**src/rtl/mem_arbiter_pkg.sv**
```systemverilog
// mem_arbiter_pkg -- shared types and defaults for the two-port memory arbiter.
//   state_e  : arbiter FSM states (LOCKED only used when MEM_ARBITER_LOCK_EN is defined)
//   req_id_e : requester identity, CPU (REQ_C) or debug/loader (REQ_D)
//   AW_DEF / DW_DEF : default address / data widths
package mem_arbiter_pkg;

   localparam int AW_DEF = 16;
   localparam int DW_DEF = 8;

   typedef enum logic [1:0] {
      IDLE   = 2'd0,
      ACCESS = 2'd1,
      LOCKED = 2'd2
   } state_e;

   typedef enum logic {
      REQ_C = 1'b0,
      REQ_D = 1'b1
   } req_id_e;

endpackage

```
**src/rtl/mem_arb_rr2.sv**
```systemverilog
// mem_arb_rr2 -- two-way round-robin pick.
// Ports:
//   elig_c, elig_d : requester eligibility for this cycle
//   last           : requester granted most recently
//   win_vld        : some requester is eligible
//   win            : winning requester (meaningful only with win_vld)
// On a tie the requester that was not granted most recently wins.
module mem_arb_rr2
   import mem_arbiter_pkg::*;
(
   input  logic    elig_c,
   input  logic    elig_d,
   input  req_id_e last,
   output logic    win_vld,
   output req_id_e win
);

   always_comb begin
      win_vld = elig_c | elig_d;
      win     = REQ_C;
      if (elig_c && elig_d) begin
         if (last == REQ_C) win = REQ_D;
      end else if (elig_d) begin
         win = REQ_D;
      end
   end

endmodule

```
**src/rtl/mem_arbiter.sv**
```systemverilog
// mem_arbiter -- arbitrates a CPU (c_*) and a debug/loader (d_*) requester onto
// one single-port synchronous memory. One access is issued per cycle at most.
// Ports:
//   clk, rst                       : clock, synchronous active-high reset
//   x_req/x_we/x_addr/x_wdata/x_lock : request side for x in {c, d}
//   x_gnt                          : one-cycle pulse, access issued this cycle
//   x_rvalid/x_rdata               : read return, one cycle after the grant
//   m_en/m_we/m_addr/m_wdata       : registered memory command
//   m_rdata                        : memory read data, valid the cycle after a read strobe
// Optional feature: define MEM_ARBITER_LOCK_EN to enable burst locking through
// x_lock; otherwise x_lock is ignored and LOCKED is never entered.
module mem_arbiter
   import mem_arbiter_pkg::*;
#(
   parameter int AW = AW_DEF,
   parameter int DW = DW_DEF
)(
   input  logic          clk,
   input  logic          rst,
   input  logic          c_req,
   input  logic          c_we,
   input  logic [AW-1:0] c_addr,
   input  logic [DW-1:0] c_wdata,
   input  logic          c_lock,
   output logic          c_gnt,
   output logic          c_rvalid,
   output logic [DW-1:0] c_rdata,
   input  logic          d_req,
   input  logic          d_we,
   input  logic [AW-1:0] d_addr,
   input  logic [DW-1:0] d_wdata,
   input  logic          d_lock,
   output logic          d_gnt,
   output logic          d_rvalid,
   output logic [DW-1:0] d_rdata,
   output logic          m_en,
   output logic          m_we,
   output logic [AW-1:0] m_addr,
   output logic [DW-1:0] m_wdata,
   input  logic [DW-1:0] m_rdata
);

   state_e        state_q, state_d;
   req_id_e       last_q;
   logic          elig_c, elig_d;
   logic          win_vld;
   req_id_e       win;
   logic          win_we;
   logic [AW-1:0] win_addr;
   logic [DW-1:0] win_wdata;
   logic          rd_vld_p1;
   req_id_e       rd_own_p1;

`ifdef MEM_ARBITER_LOCK_EN
   req_id_e       own_q, own_d;
   logic          win_lock;
`else
   logic          lock_unused;
   assign lock_unused = c_lock ^ d_lock;
`endif

   // A requester sits out the cycle of its own grant so a held request is not
   // served twice; inside a lock only the owner competes, even in its gnt cycle.
   always_comb begin
      elig_c = c_req & ~c_gnt;
      elig_d = d_req & ~d_gnt;
`ifdef MEM_ARBITER_LOCK_EN
      if (state_q == LOCKED) begin
         elig_c = c_req & (own_q == REQ_C);
         elig_d = d_req & (own_q == REQ_D);
      end
`endif
   end

   mem_arb_rr2 u_rr2 (
      .elig_c  (elig_c),
      .elig_d  (elig_d),
      .last    (last_q),
      .win_vld (win_vld),
      .win     (win)
   );

   always_comb begin
      win_we    = c_we;
      win_addr  = c_addr;
      win_wdata = c_wdata;
      if (win == REQ_D) begin
         win_we    = d_we;
         win_addr  = d_addr;
         win_wdata = d_wdata;
      end
   end

`ifdef MEM_ARBITER_LOCK_EN
   assign win_lock = (win == REQ_D) ? d_lock : c_lock;
`endif

   always_comb begin
      state_d = IDLE;
`ifdef MEM_ARBITER_LOCK_EN
      own_d   = own_q;
`endif
      if (win_vld) begin
         state_d = ACCESS;
`ifdef MEM_ARBITER_LOCK_EN
         if (win_lock) begin
            state_d = LOCKED;
            own_d   = win;
         end
`endif
      end
   end

   // p0 -> p1: command issue; the read tag follows the strobe by one cycle
   always_ff @(posedge clk) begin
      if (rst) begin
         state_q   <= IDLE;
         last_q    <= REQ_D;
         c_gnt     <= 1'b0;
         d_gnt     <= 1'b0;
         m_we      <= 1'b0;
         m_addr    <= '0;
         m_wdata   <= '0;
         rd_vld_p1 <= 1'b0;
         rd_own_p1 <= REQ_C;
      end else begin
         state_q   <= state_d;
         c_gnt     <= win_vld & (win == REQ_C);
         d_gnt     <= win_vld & (win == REQ_D);
         m_we      <= win_vld & win_we;
         if (win_vld) begin
            last_q  <= win;
            m_addr  <= win_addr;
            m_wdata <= win_wdata;
         end
         rd_vld_p1 <= m_en & ~m_we;
         if (d_gnt) rd_own_p1 <= REQ_D;
         else       rd_own_p1 <= REQ_C;
      end
   end

`ifdef MEM_ARBITER_LOCK_EN
   always_ff @(posedge clk) begin
      if (rst) own_q <= REQ_C;
      else     own_q <= own_d;
   end
`endif

   // Every non-idle state means a command was registered this cycle.
   assign m_en     = (state_q != IDLE);
   assign c_rvalid = rd_vld_p1 & (rd_own_p1 == REQ_C);
   assign d_rvalid = rd_vld_p1 & (rd_own_p1 == REQ_D);
   assign c_rdata  = c_rvalid ? m_rdata : '0;
   assign d_rdata  = d_rvalid ? m_rdata : '0;

endmodule

```
**config.mk**
```make
export PLATFORM = sky130hd
export DESIGN_NAME = mem_arbiter
export DESIGN_NICKNAME = d
export VERILOG_FILES = /design/src/rtl/mem_arbiter_pkg.sv /design/src/rtl/mem_arb_rr2.sv /design/src/rtl/mem_arbiter.sv
export SDC_FILE = /design/constraint.sdc
export NUM_CORES = 1
export LEC_CHECK = 0
export ABC_AREA = 1
export BUFFER_PORTS_ARGS = -buffer_cell sky130_fd_sc_hd__buf_4
export CAP_MARGIN = 40
export CORE_ASPECT_RATIO = 0.6
export CORE_MARGIN = 3
export CORE_UTILIZATION = 44
export DETAILED_ROUTE_END_ITERATION = 6
export GPL_ROUTABILITY_DRIVEN = 0
export PLACE_DENSITY = 0.94
export SYNTH_ARGS = -nofsm -noshare
export SYNTH_HDL_FRONTEND = slang
export SYNTH_SLANG_ARGS = --single-unit
```
**constraint.sdc**
```tcl
create_clock -name clk -period 1.5 [get_ports clk]
set_input_delay 0.075 -clock clk [delete_from_list [all_inputs] [get_ports clk]]
set_output_delay 0.075 -clock clk [all_outputs]
set_load 0.01 [all_outputs]
```
==> flow_summary.json <==
{
  "hold_buffers": 0,
  "rsz0062_at_grt": "no",
  "yosysWarnings": 0,
  "syn_area_per_cell_um2": 6.17,
  "start_util_pct": 47.9,
  "die-area_um2": 4470,
  "clk_latency_ns": 0.27,
  "postLayoutCoreUtil_pct": 76.8,
  "worstSetupPathType": "reg2reg",
  "cts_tree": "done",
  "maxSlewViolCount": 0,
  "min_from": "d_we",
  "cp_max_fo": 7,
  "synthAdderAreaFrac_pct": 0,
  "outcome": "completed",
  "power.leakage_nw": 1.61,
  "clk_pin_slew_ns": 0.06,
  "hold_class": "in2reg",
  "die_w_um": 84.4,
  "final_common_cell": "buf_4",
  "ioPinCount": 110,
  "relSlewSlack_pct": 80.5,
  "gr-usage-met2_pct": 36.0,
  "netlist_area_um2": 1620,
  "vias": 1877,
  "crit_arrival_ns": 1.49,
  "synth_seq_cells": 31,
  "max_freq_ghz": 0.787,
  "holdPathStages": 3,
  "busiest_layer": "met2",
  "clock-sinks": 31,
  "rows": 16,
  "synth_xor_area_share_pct": 0,
  "cts_buffers": 5,
  "syn-num-nets": 327,
  "worstSetupEndpointType": "register",
  "reg2reg_setup_slack_ns": 0.23,
  "wirelength_um": 4650,
  "firstDrtPassIters": 4,
  "synth_seq_area_share_pct": 38.3,
  "synth_mux_area_share_pct": 0,
  "r2r_end": "m_addr[15]",
  "portBuffers": 107,
  "grtUsageMet3_pct": 8.55,
  "cts.path.max_buffers": 2,
  "diodes": 0,
  "reg2reg_depth": 7,
  "overflow": 0,
  "area_growth_pct": 60.3,
  "final-hold-violation-count": 0,
  "finalNetCount": 438,
  "hpwlAfterDp_um": 3710,
  "viasPerCell": 4.47,
  "htreeDepth": 2,
  "setup_viol": 0,
  "p_per_area_nw_per_um2": 873,
  "tightest_slew_ns": 0.291,
  "die-height_um": 53.0,
  "wl_per_cell_um": 11.1,
  "fin_crit_ns": 1.27,
  "cts_resized": 0,
  "antenna_found_initial": 0,
  "required_ns": 1.72,
  "cts-root-buf": "clkbuf_8",
  "r2r-start": "d_gnt",
  "fin_worst_skew_ns": 0.00293,
  "synth_compound_area_share_pct": 1.31,
  "ant_nets": 0,
  "drive_above_1_share_pct": 34.4,
  "synthSimpleGateAreaFrac_pct": 41.3,
  "holdWs_ns": 0.0212,
  "grt_pass1_vias": 1652,
  "drc": 0,
  "finalCritPeriodShare_pct": 84.8,
  "synth_top_family_by_area": "simple AND/OR/NAND/NOR gates",
  "coreArea_um2": 3380,
  "syn_inst": 263,
  "drv_cap": 0,
  "first_iter_violations": 46,
  "final_cell_mix": "114 x buf_4, 80 x nand2_1, 62 x inv_1",
  "hold_end": "m_we",
  "cts_setup_buffers": 0,
  "ir_drop_uv": 563,
  "synth_cell_types": 16,
  "grt_pass1_wl_um": 7370,
  "start_kind": "register",
  "use_met1_pct": 24.5,
  "fin_setup_tns_ns": 0,
  "grt_usage_pct": 20.9,
  "grt_start_max_net_pins": 30
}
-- how the worst max path moves through the flow --
| stage | start | endpoint | slack [ns] | cells after the start |
|---|---|---|---|---|
| CTS | rd_vld_p1 | c_rdata[2] | 0.23 | 5 |
| detailed placement | d_gnt | m_addr[15] | 0.25 | 7 |
| finish | d_gnt | m_addr[15] | 0.23 | 7 |
| global route | rd_vld_p1 | c_rdata[6] | 0.09 | 5 |
| floorplan | c_gnt | m_addr[0] | 0.37 | 6 |
| global placement | d_gnt | m_wdata[5] | 0.31 | 7 |
-- state kept, by name, summed over array words and instances, names as in the netlist --
| signal | flops |
|---|---|
| state_q | 1 |
| last_q | 1 |
| m_wdata | 8 |
| m_addr | 16 |
| rd_own_p1 | 1 |
| d_gnt | 1 |
| c_gnt | 1 |
| m_we | 1 |
| rd_vld_p1 | 1 |
-- layer usage --
layer | part of all wire [%] | vias up
met5 | 0 | -
met4 | 0.65 | 0
met3 | 11 | 4
met2 | 46 | 69
met1 | 42 | 814
li1 | - | 990
-- cell type report --
type	instances	area (um^2)
Timing Repair Buffer	116	896
Fill cell	270	783
Multi-Input combinational cell	157	691
Sequential cell	31	621
Inverter	63	236
Clock buffer	8	100
Tap cell	45	56.3
-- cells in the mapped netlist --
master	n	area share, %
a21oi_1	1	0.31
a21oi_4	1	1.0
buf_2	5	1.5
buf_4	2	0.93
buf_6	2	1.4
clkbuf_1	3	0.69
dfxtp_1	31	38
inv_1	62	14
inv_2	1	0.23
nand2_1	80	19
nand2_2	1	0.39
nand3_1	48	15
nand3_2	1	0.62
nor2_1	22	5.1
nor2_4	2	1.4
nor3b_1	1	0.46
-- critical path, cell delays in order, from the launching register on --
cell,delay [ns]
dfxtp_1,0.41
inv_1,0.09
nand2_2,0.09
nand2_1,0.11
nor2_4,0.22
buf_4,0.19
nand2_1,0.06
nand2_1,0.06
-- kinds of logic after synthesis --
| logic type | Yosys count |
|---|---|
| AND/OR/NAND/NOR | 155 |
| flip-flops | 31 |
| AO/OA/AOI/OAI | 2 |
| buffers and inverters | 75 |
-- power breakdown --
| group | internal [mW] | switching, mW |
|---|---|---|
| Sequential | 0.907 | 0.0474 |
| Clock | 0.418 | 0.286 |
| Combinational | 0.316 | 0.293 |
| Total | 1.64 | 0.627 |
-- through the flow --
stage | power, mW | worst slack, ns | std cells | area (um^2)
floorplan | 1.25 | 0.369 | 263 | 1620
global placement | 1.57 | 0.312 | 412 | 2500
global route | 2.40 | 0.0945 | 420 | 2600
CTS | 2.29 | 0.227 | 420 | 2600
detailed placement | 1.59 | 0.249 | 412 | 2500
finish | 2.27 | 0.229 | 420 | 2600
No activity file was read; power rests on OpenSTA's default activity.
